--- src/rtl/lfsr_prbs_sync_pkg.sv ---
// Package: lfsr_prbs_sync_pkg
// Purpose : Shared types and helpers for the PRBS checker sequencing controller.
//   state_e     - link state machine encoding (ST_IDLE/ST_RESYNC/ST_HUNT/ST_LOCKED)
//   flush_words - words to discard after a checker resync, ceil(lfsr_w/data_w)
//   cnt_bits    - bits needed to hold the range 0..max_val (at least 1)
package lfsr_prbs_sync_pkg;

   typedef enum logic [1:0] {
      ST_IDLE   = 2'd0,
      ST_RESYNC = 2'd1,
      ST_HUNT   = 2'd2,
      ST_LOCKED = 2'd3
   } state_e;

   function automatic int unsigned flush_words(input int unsigned lfsr_w, input int unsigned data_w);
      return (lfsr_w + data_w - 1) / data_w;
   endfunction

   function automatic int unsigned cnt_bits(input int unsigned max_val);
      return (max_val < 2) ? 1 : $clog2(max_val + 1);
   endfunction

endpackage

--- src/rtl/lfsr_prbs_popcount.sv ---
// Module : lfsr_prbs_popcount
// Purpose: Combinational population count of the checker error vector.
// Ports  :
//   data_i  [DATA_WIDTH]            per-bit error flags
//   count_o [cnt_bits(DATA_WIDTH)]  number of set bits in data_i
module lfsr_prbs_popcount
   import lfsr_prbs_sync_pkg::*;
#(
   parameter int unsigned DATA_WIDTH = 8
) (
   input  logic [DATA_WIDTH-1:0]           data_i,
   output logic [cnt_bits(DATA_WIDTH)-1:0] count_o
);

   localparam int unsigned W = cnt_bits(DATA_WIDTH);

   always_comb begin
      count_o = '0;
      for (int unsigned i = 0; i < DATA_WIDTH; i++) begin
         count_o = count_o + W'(data_i[i]);
      end
   end

endmodule

--- src/rtl/lfsr_prbs_sync_ctrl.sv ---
// Module : lfsr_prbs_sync_ctrl
// Purpose: Sequencing/monitor controller for a PRBS checker. Drives checker
//          resync, runs the IDLE/RESYNC/HUNT/LOCKED link state machine and keeps
//          saturating bit-error and loss-of-lock statistics.
// Ports  :
//   clk, rst         clock, synchronous active-high reset
//   enable           run monitor; low forces IDLE (statistics retained)
//   clear            zero statistics counters (clear beats increment)
//   err_in           checker error vector, one bit per data bit
//   err_in_valid     err_in qualifier
//   chk_rst          one-cycle resync pulse to the checker
//   locked           link locked
//   lock_lost        one-cycle pulse on loss of lock
//   bit_err_cnt      saturating bit errors counted while locked
//   lock_lost_cnt    saturating loss-of-lock event count
//   word_cnt         (LFSR_PRBS_SYNC_WORD_CNT_EN only) saturating valid words while locked
// Configuration: define LFSR_PRBS_SYNC_WORD_CNT_EN to add the word_cnt output.
module lfsr_prbs_sync_ctrl
   import lfsr_prbs_sync_pkg::*;
#(
   parameter int unsigned DATA_WIDTH   = 8,
   parameter int unsigned LFSR_WIDTH   = 9,
   parameter int unsigned LOCK_WORDS   = 16,
   parameter int unsigned WINDOW_WORDS = 256,
   parameter int unsigned UNLOCK_ERRS  = 8,
   parameter int unsigned CNT_WIDTH    = 32
) (
   input  logic                  clk,
   input  logic                  rst,
   input  logic                  enable,
   input  logic                  clear,
   input  logic [DATA_WIDTH-1:0] err_in,
   input  logic                  err_in_valid,
   output logic                  chk_rst,
   output logic                  locked,
   output logic                  lock_lost,
   output logic [CNT_WIDTH-1:0]  bit_err_cnt,
   output logic [CNT_WIDTH-1:0]  lock_lost_cnt
`ifdef LFSR_PRBS_SYNC_WORD_CNT_EN
   ,
   output logic [CNT_WIDTH-1:0]  word_cnt
`endif
);

   localparam int unsigned FLUSH_WORDS = flush_words(LFSR_WIDTH, DATA_WIDTH);
   localparam int unsigned PC_W = cnt_bits(DATA_WIDTH);
   localparam int unsigned FL_W = cnt_bits(FLUSH_WORDS - 1);
   localparam int unsigned CL_W = cnt_bits(LOCK_WORDS - 1);
   localparam int unsigned WN_W = cnt_bits(WINDOW_WORDS - 1);
   localparam int unsigned EW_W = cnt_bits(UNLOCK_ERRS - 1);
   localparam int unsigned CW1  = CNT_WIDTH + 1;

   localparam logic [FL_W-1:0] FLUSH_LAST  = FL_W'(FLUSH_WORDS - 1);
   localparam logic [CL_W-1:0] LOCK_LAST   = CL_W'(LOCK_WORDS - 1);
   localparam logic [WN_W-1:0] WIN_LAST    = WN_W'(WINDOW_WORDS - 1);
   localparam logic [EW_W-1:0] UNLOCK_LAST = EW_W'(UNLOCK_ERRS - 1);

   state_e               state_q, state_d;
   logic                 chk_rst_q, chk_rst_d;
   logic                 locked_q, locked_d;
   logic                 lock_lost_q, lock_lost_d;
   logic [CNT_WIDTH-1:0] bit_err_q, bit_err_d;
   logic [CNT_WIDTH-1:0] lost_cnt_q, lost_cnt_d;
   logic [FL_W-1:0]      flush_q, flush_d;
   logic [CL_W-1:0]      clean_q, clean_d;
   logic [WN_W-1:0]      win_q, win_d;
   logic [EW_W-1:0]      err_words_q, err_words_d;
`ifdef LFSR_PRBS_SYNC_WORD_CNT_EN
   logic [CNT_WIDTH-1:0] word_cnt_q, word_cnt_d;
`endif

   logic [PC_W-1:0]      pc;
   logic [CW1-1:0]       bit_sum;
   logic [CNT_WIDTH-1:0] bit_sat;
   logic                 err_any;

   lfsr_prbs_popcount #(
      .DATA_WIDTH (DATA_WIDTH)
   ) u_popcount (
      .data_i  (err_in),
      .count_o (pc)
   );

   // One extra carry bit detects overflow; overflow clamps to all-ones.
   assign bit_sum = CW1'(bit_err_q) + CW1'(pc);
   assign bit_sat = bit_sum[CNT_WIDTH] ? '1 : bit_sum[CNT_WIDTH-1:0];
   assign err_any = |err_in;

   always_comb begin
      state_d     = state_q;
      chk_rst_d   = 1'b0;
      locked_d    = locked_q;
      lock_lost_d = 1'b0;
      bit_err_d   = bit_err_q;
      lost_cnt_d  = lost_cnt_q;
      flush_d     = flush_q;
      clean_d     = clean_q;
      win_d       = win_q;
      err_words_d = err_words_q;
`ifdef LFSR_PRBS_SYNC_WORD_CNT_EN
      word_cnt_d  = word_cnt_q;
`endif

      if (!enable) begin
         state_d     = ST_IDLE;
         locked_d    = 1'b0;
         flush_d     = '0;
         clean_d     = '0;
         win_d       = '0;
         err_words_d = '0;
      end else begin
         case (state_q)
            ST_IDLE: begin
               state_d   = ST_RESYNC;
               chk_rst_d = 1'b1;
               flush_d   = '0;
            end
            ST_RESYNC: begin
               // Words seen while the checker reset pulse is asserted are not flush words.
               if (!chk_rst_q && err_in_valid) begin
                  if (flush_q == FLUSH_LAST) begin
                     state_d = ST_HUNT;
                     flush_d = '0;
                     clean_d = '0;
                  end else begin
                     flush_d = flush_q + FL_W'(1);
                  end
               end
            end
            ST_HUNT: begin
               if (err_in_valid) begin
                  if (err_any) begin
                     clean_d = '0;
                  end else if (clean_q == LOCK_LAST) begin
                     state_d     = ST_LOCKED;
                     locked_d    = 1'b1;
                     clean_d     = '0;
                     win_d       = '0;
                     err_words_d = '0;
                  end else begin
                     clean_d = clean_q + CL_W'(1);
                  end
               end
            end
            ST_LOCKED: begin
               if (err_in_valid) begin
                  bit_err_d = bit_sat;
`ifdef LFSR_PRBS_SYNC_WORD_CNT_EN
                  if (word_cnt_q != '1) word_cnt_d = word_cnt_q + CNT_WIDTH'(1);
`endif
                  // Unlock takes priority over the window wrap on the same word.
                  if (err_any && (err_words_q == UNLOCK_LAST)) begin
                     state_d     = ST_RESYNC;
                     chk_rst_d   = 1'b1;
                     locked_d    = 1'b0;
                     lock_lost_d = 1'b1;
                     if (lost_cnt_q != '1) lost_cnt_d = lost_cnt_q + CNT_WIDTH'(1);
                     flush_d     = '0;
                     win_d       = '0;
                     err_words_d = '0;
                  end else if (win_q == WIN_LAST) begin
                     win_d       = '0;
                     err_words_d = '0;
                  end else begin
                     win_d       = win_q + WN_W'(1);
                     err_words_d = err_words_q + EW_W'(err_any);
                  end
               end
            end
            default: state_d = ST_IDLE;
         endcase
      end

      if (clear) begin
         bit_err_d  = '0;
         lost_cnt_d = '0;
`ifdef LFSR_PRBS_SYNC_WORD_CNT_EN
         word_cnt_d = '0;
`endif
      end
   end

   always_ff @(posedge clk) begin
      if (rst) begin
         state_q     <= ST_IDLE;
         chk_rst_q   <= 1'b0;
         locked_q    <= 1'b0;
         lock_lost_q <= 1'b0;
         bit_err_q   <= '0;
         lost_cnt_q  <= '0;
         flush_q     <= '0;
         clean_q     <= '0;
         win_q       <= '0;
         err_words_q <= '0;
`ifdef LFSR_PRBS_SYNC_WORD_CNT_EN
         word_cnt_q  <= '0;
`endif
      end else begin
         state_q     <= state_d;
         chk_rst_q   <= chk_rst_d;
         locked_q    <= locked_d;
         lock_lost_q <= lock_lost_d;
         bit_err_q   <= bit_err_d;
         lost_cnt_q  <= lost_cnt_d;
         flush_q     <= flush_d;
         clean_q     <= clean_d;
         win_q       <= win_d;
         err_words_q <= err_words_d;
`ifdef LFSR_PRBS_SYNC_WORD_CNT_EN
         word_cnt_q  <= word_cnt_d;
`endif
      end
   end

   assign chk_rst       = chk_rst_q;
   assign locked        = locked_q;
   assign lock_lost     = lock_lost_q;
   assign bit_err_cnt   = bit_err_q;
   assign lock_lost_cnt = lost_cnt_q;
`ifdef LFSR_PRBS_SYNC_WORD_CNT_EN
   assign word_cnt      = word_cnt_q;
`endif

endmodule

--- config.mk ---
export PLATFORM = sky130hd
export DESIGN_NAME = lfsr_prbs_sync_ctrl
export DESIGN_NICKNAME = d
export VERILOG_FILES = /design/src/rtl/lfsr_prbs_sync_pkg.sv /design/src/rtl/lfsr_prbs_popcount.sv /design/src/rtl/lfsr_prbs_sync_ctrl.sv
export SDC_FILE = /design/constraint.sdc
export NUM_CORES = 1
export LEC_CHECK = 0
export CAP_MARGIN = 10
export CORE_MARGIN = 2
export CORE_UTILIZATION = 53
export DETAILED_ROUTE_END_ITERATION = 6
export GPL_ROUTABILITY_DRIVEN = 0
export HOLD_SLACK_MARGIN = 0.15
export PLACE_DENSITY = 0.91
export SLEW_MARGIN = 30
export SYNTH_ARGS = -nofsm -noshare
export SYNTH_HDL_FRONTEND = slang
export SYNTH_SLANG_ARGS = --single-unit
--- constraint.sdc ---
create_clock -name clk -period 6.4 [get_ports clk]
set_input_delay 1.28 -clock clk [delete_from_list [all_inputs] [get_ports clk]]
set_output_delay 1.28 -clock clk [all_outputs]
set_load 0.01 [all_outputs]
==> flow_results.org <==
** Floorplanning
- In this run the vertical extent of the chip is 97.5 microns.
- For this design the top-level I/O count stands at 80.
- Starting utilization of the core area :: 53.9%
- The die is 97.5 microns wide.
- Standard-cell rows :: 34
- Placeable Area :: 8590 sq um
- Area of the die :: 9500 sq um

** Run status
- Run status :: completed

** Timing
- Share of the clock period used by the worst path :: 88.5%
- Summed over all failing endpoints, the final setup total negative slack is 0 ps.
- Based on the critical path, the design can be clocked at up to 177 MHz.
- Measured slew at the worst slew-check pin :: slightly below 1000 ps
- Setup repair after global routing left no endpoint under its margin.
- Setup violations remaining at the end of the flow were counted as 0.
- Final Critical Period :: 5660 ps
- Setup slack on the critical path of the routed design comes to 735 ps.
- Final worst clock skew :: between 10 and 15 ps
- Final hold violation count :: 0
- Normalized max-slew margin :: 34.7%
- The count of pins over their slew limit is 0.

** Synth
- Sequential share of the synthesized area :: 36.7%
- Yosys mapped a number of flops with a built-in enable equal to 0.
- A synthesized cell averages ~8.4 sq um.
- In this run the cell area of the synthesized design comes to ~4600 sq um.
- The synthesized design contains 85 register bits.
- Ys Warns :: 0
- Leading cell type by number of instances after synthesis :: sky130_fd_sc_hd__dfxtp_1
- Leading post-synthesis cells by cell area :: sky130_fd_sc_hd__dfxtp_1 37%, sky130_fd_sc_hd__ha_1 4.6%, sky130_fd_sc_hd__o21ai_0 4.3%
- The largest total area in the synthesized netlist belongs to sky130_fd_sc_hd__dfxtp_1.
- The number of nets in the synthesized netlist is 589.
- Share of the synthesized area in the top cell type :: ~37%
- Fraction of registers with async set or reset after synthesis :: 0%
- The commonest cells after synthesis are 85 x sky130_fd_sc_hd__dfxtp_1, 40 x sky130_fd_sc_hd__o21ai_0, 38 x sky130_fd_sc_hd__a21oi_1.
- Among all flip-flop cells after synthesis, the most frequent one is sky130_fd_sc_hd__dfxtp_1.
- Count of mapped cells out of synthesis :: 554
- Post-synthesis cell type count :: 59

** Critical path
- STA classifies the critical path endpoint as a register.
- Cell Chain, Critical Path :: clkdlybuf4s50_1 -> inv_1 -> ha_1 -> inv_1 -> fa_1 -> fa_1 -> fa_1 -> fa_1 -> fa_1 -> nand2b_1 -> a211oi_2 -> nand2_1 -> or4_1 -> o21ai_0
- In this design, the critical path's most frequently occurring cell is sky130_fd_sc_hd__fa_1.
- STA classifies the critical path startpoint as an input pin.
- The critical path in this run is classified as input pin to register.
- On the worst path, the slowest cell contributes a delay of 720 ps.
- Register-to-register setup slack :: around 3200 ps
- Crit path max fanout :: 11
- Together, buffers and inverters on the worst path number 3.
- In this design, the largest share of critical-path delay is due to adder cells.
- CP arrival :: 5940 ps
- Crit path max-delay cell type :: sky130_fd_sc_hd__or4_1
- For the worst setup path, the data required time is 6670 ps.

** Drt
- Avg WL per Cell :: 16.3 microns
- Aggregate routed wire length :: 12.0 mm
- Via total after detailed routing :: 4617
- Remaining antenna violation count after routing :: 0
- The first detailed-routing pass ran for 5 iterations.
- Detailed router's first-iteration violation count :: 344
- DRC violations left :: 0
- In the routed layout, each cell is associated on average with a via count of 6.28.

** Min path
- The worst hold path belongs to the class register to register.

** Global route
- Largest net degree at the start of global routing :: 58
- Aggregate global routing overflow :: 0
- Combined global-route utilization of all metal layers :: 25.5%
- The first global-routing pass estimated roughly 20 mm of wire.
- The initial antenna violation count was 0.
- The number of global-route vias before repair came to 4480.

** Clock tree
- Clock buffer depth :: 2
- The later pin in the worst-skew pair is clocked with a latency of 360 ps.
- Counting the buffers created by CTS gives 9.
- Clock-pin slew on the worst setup and hold paths :: 80 ps
- Maximum level of the CTS H-tree :: 3
- Buffer count from post-CTS setup fixing :: 0
- Count of instances resized after the clock tree is built :: 0
- CTS hold repair buffers :: 0
- Clock Tree Root :: sky130_fd_sc_hd__clkbuf_8
- TritonCTS built the clock tree.
- Sink Count :: 85

** Place
- At the placement stage, the worst setup path has a slack of 454 ps.
- Detailed placement ended at an HPWL of 8.62 mm.
- Buffers placed on the I/O ports in this run total 79.

** Layout
- Of the cells placed in the final design, the portion with a size suffix greater than 1 is 5.74%.
- The number of antenna diodes in the final layout is 0.
- Final net count :: roughly 660
- After filler insertion, the fill cell instance count of the layout stands at 699.
- Post-synthesis to final-layout area growth :: 23.2%

** Power
- Power density normalized to cell area :: about 180 nW/um^2
- Summed over all cells, the static leakage comes to 1.90 nW.
- Across the VDD grid, the largest voltage drop is 0.102 mV.

** Job
- The tool flagged a number of max-cap violations equal to 0.
## power breakdown
part | switching, mW | internal, mW | leakage (nW)
combinational | 0.0456 | 0.0342 | 1.11
sequential | 0.00146 | 0.530 | 0.685
clock | 0.201 | 0.220 | 0.107
total | 0.248 | 0.784 | 1.90
## layout make-up
class	instances	area, sq um	area share [%]
Multi-Input combinational cell	419	2740	48.1
Sequential cell	85	1700	29.8
Timing Repair Buffer	83	821	14.4
Tap cell	108	135	2.37
Clock buffer	10	128	2.24
Inverter	24	90.1	1.58
Clock inverter	6	86.3	1.51
## per-layer routing
| metal | vias up | part of all wire [%] | GRT usage, % |
|---|---|---|---|
| met5 | - | 0 | 0 |
| met4 | 0 | 2.5 | 9.51 |
| met3 | 37 | 7.1 | 6.12 |
| met2 | 209 | 49 | 44.2 |
| met1 | 2166 | 41 | 30.6 |
| li1 | 2205 | - | - |
## worst min-delay path, cell delays in order, from the launching register on
cell	delay (ps)
sky130_fd_sc_hd__dfxtp_1	310
sky130_fd_sc_hd__o21ai_0	70
sky130_fd_sc_hd__a21oi_1	60
## path summary, 6_finish.rpt
check	start	end	cells after the start
worst max-delay path	err_in[1]	bit_err_cnt[11]	14
worst min-delay path	locked	locked	2
worst max register to register	state_q[0]	lock_lost_cnt[18]	6
worst min register to register	locked	locked	2
## flip-flops by register name (all words and copies together) (netlist names)
| register | flops |
|---|---|
| bit_err_cnt | 32 |
| lock_lost_cnt | 32 |
| win_q | 8 |
| clean_q | 4 |
| err_words_q | 3 |
| state_q | 2 |
| chk_rst | 1 |
| flush_q | 1 |
| lock_lost | 1 |
| locked | 1 |
## cells by family (layout without fill, tap and decap cells)
group	count (synthesis)	after routing	share of synthesized area [%]
adder cells (fa/ha/maj)	22	22	6.75
AND/OR/NAND/NOR	235	235	28.2
flip-flops	85	85	36.7
multiplexers	7	7	1.54
XOR/XNOR	25	25	4.73
buffers and inverters	50	123	4.16
AO/OA/AOI/OAI	130	130	17.9
## cell usage in the layout, fill, tap and decap left out, types with 6 or more instances in the layout
cell type                         instances
sky130_fd_sc_hd__o21ai_0                 40
sky130_fd_sc_hd__or4_1                    9
sky130_fd_sc_hd__a21oi_1                 38
sky130_fd_sc_hd__o31ai_1                  6
sky130_fd_sc_hd__and2_1                   6
sky130_fd_sc_hd__xnor2_1                 20
sky130_fd_sc_hd__nand2_1                 35
sky130_fd_sc_hd__nor3_1                  23
sky130_fd_sc_hd__nor2_1                  32
sky130_fd_sc_hd__ha_1                    17
sky130_fd_sc_hd__nand3_1                 28
sky130_fd_sc_hd__nor4_1                  16
sky130_fd_sc_hd__inv_1                   24
sky130_fd_sc_hd__mux2i_1                  6
sky130_fd_sc_hd__and4_1                   7
sky130_fd_sc_hd__clkbuf_8                 9
sky130_fd_sc_hd__nand4_1                 19
sky130_fd_sc_hd__and3_1                  16
sky130_fd_sc_hd__dfxtp_1                 85
sky130_fd_sc_hd__or3_1                   22
sky130_fd_sc_hd__clkdlybuf4s50_1         79
sky130_fd_sc_hd__a211oi_1                 6
## stage by stage
step | cell area, sq um | power (mW) | hold slack (ps) | util (%) | instances
2_1_floorplan | 4630 | 0.599 | 449 | - | 554
3_3_place_gp | 5480 | 0.618 | 459 | 63.8 | 719
3_5_place_dp | 5490 | 0.623 | 467 | 63.9 | 719
4_1_cts | 5700 | 1.04 | 479 | 66.4 | 735
5_1_grt | 5700 | 1.07 | 513 | 66.4 | 735
6_report | 5700 | 1.03 | 483 | 66.4 | 735
Power figures use the tool's default switching activity.
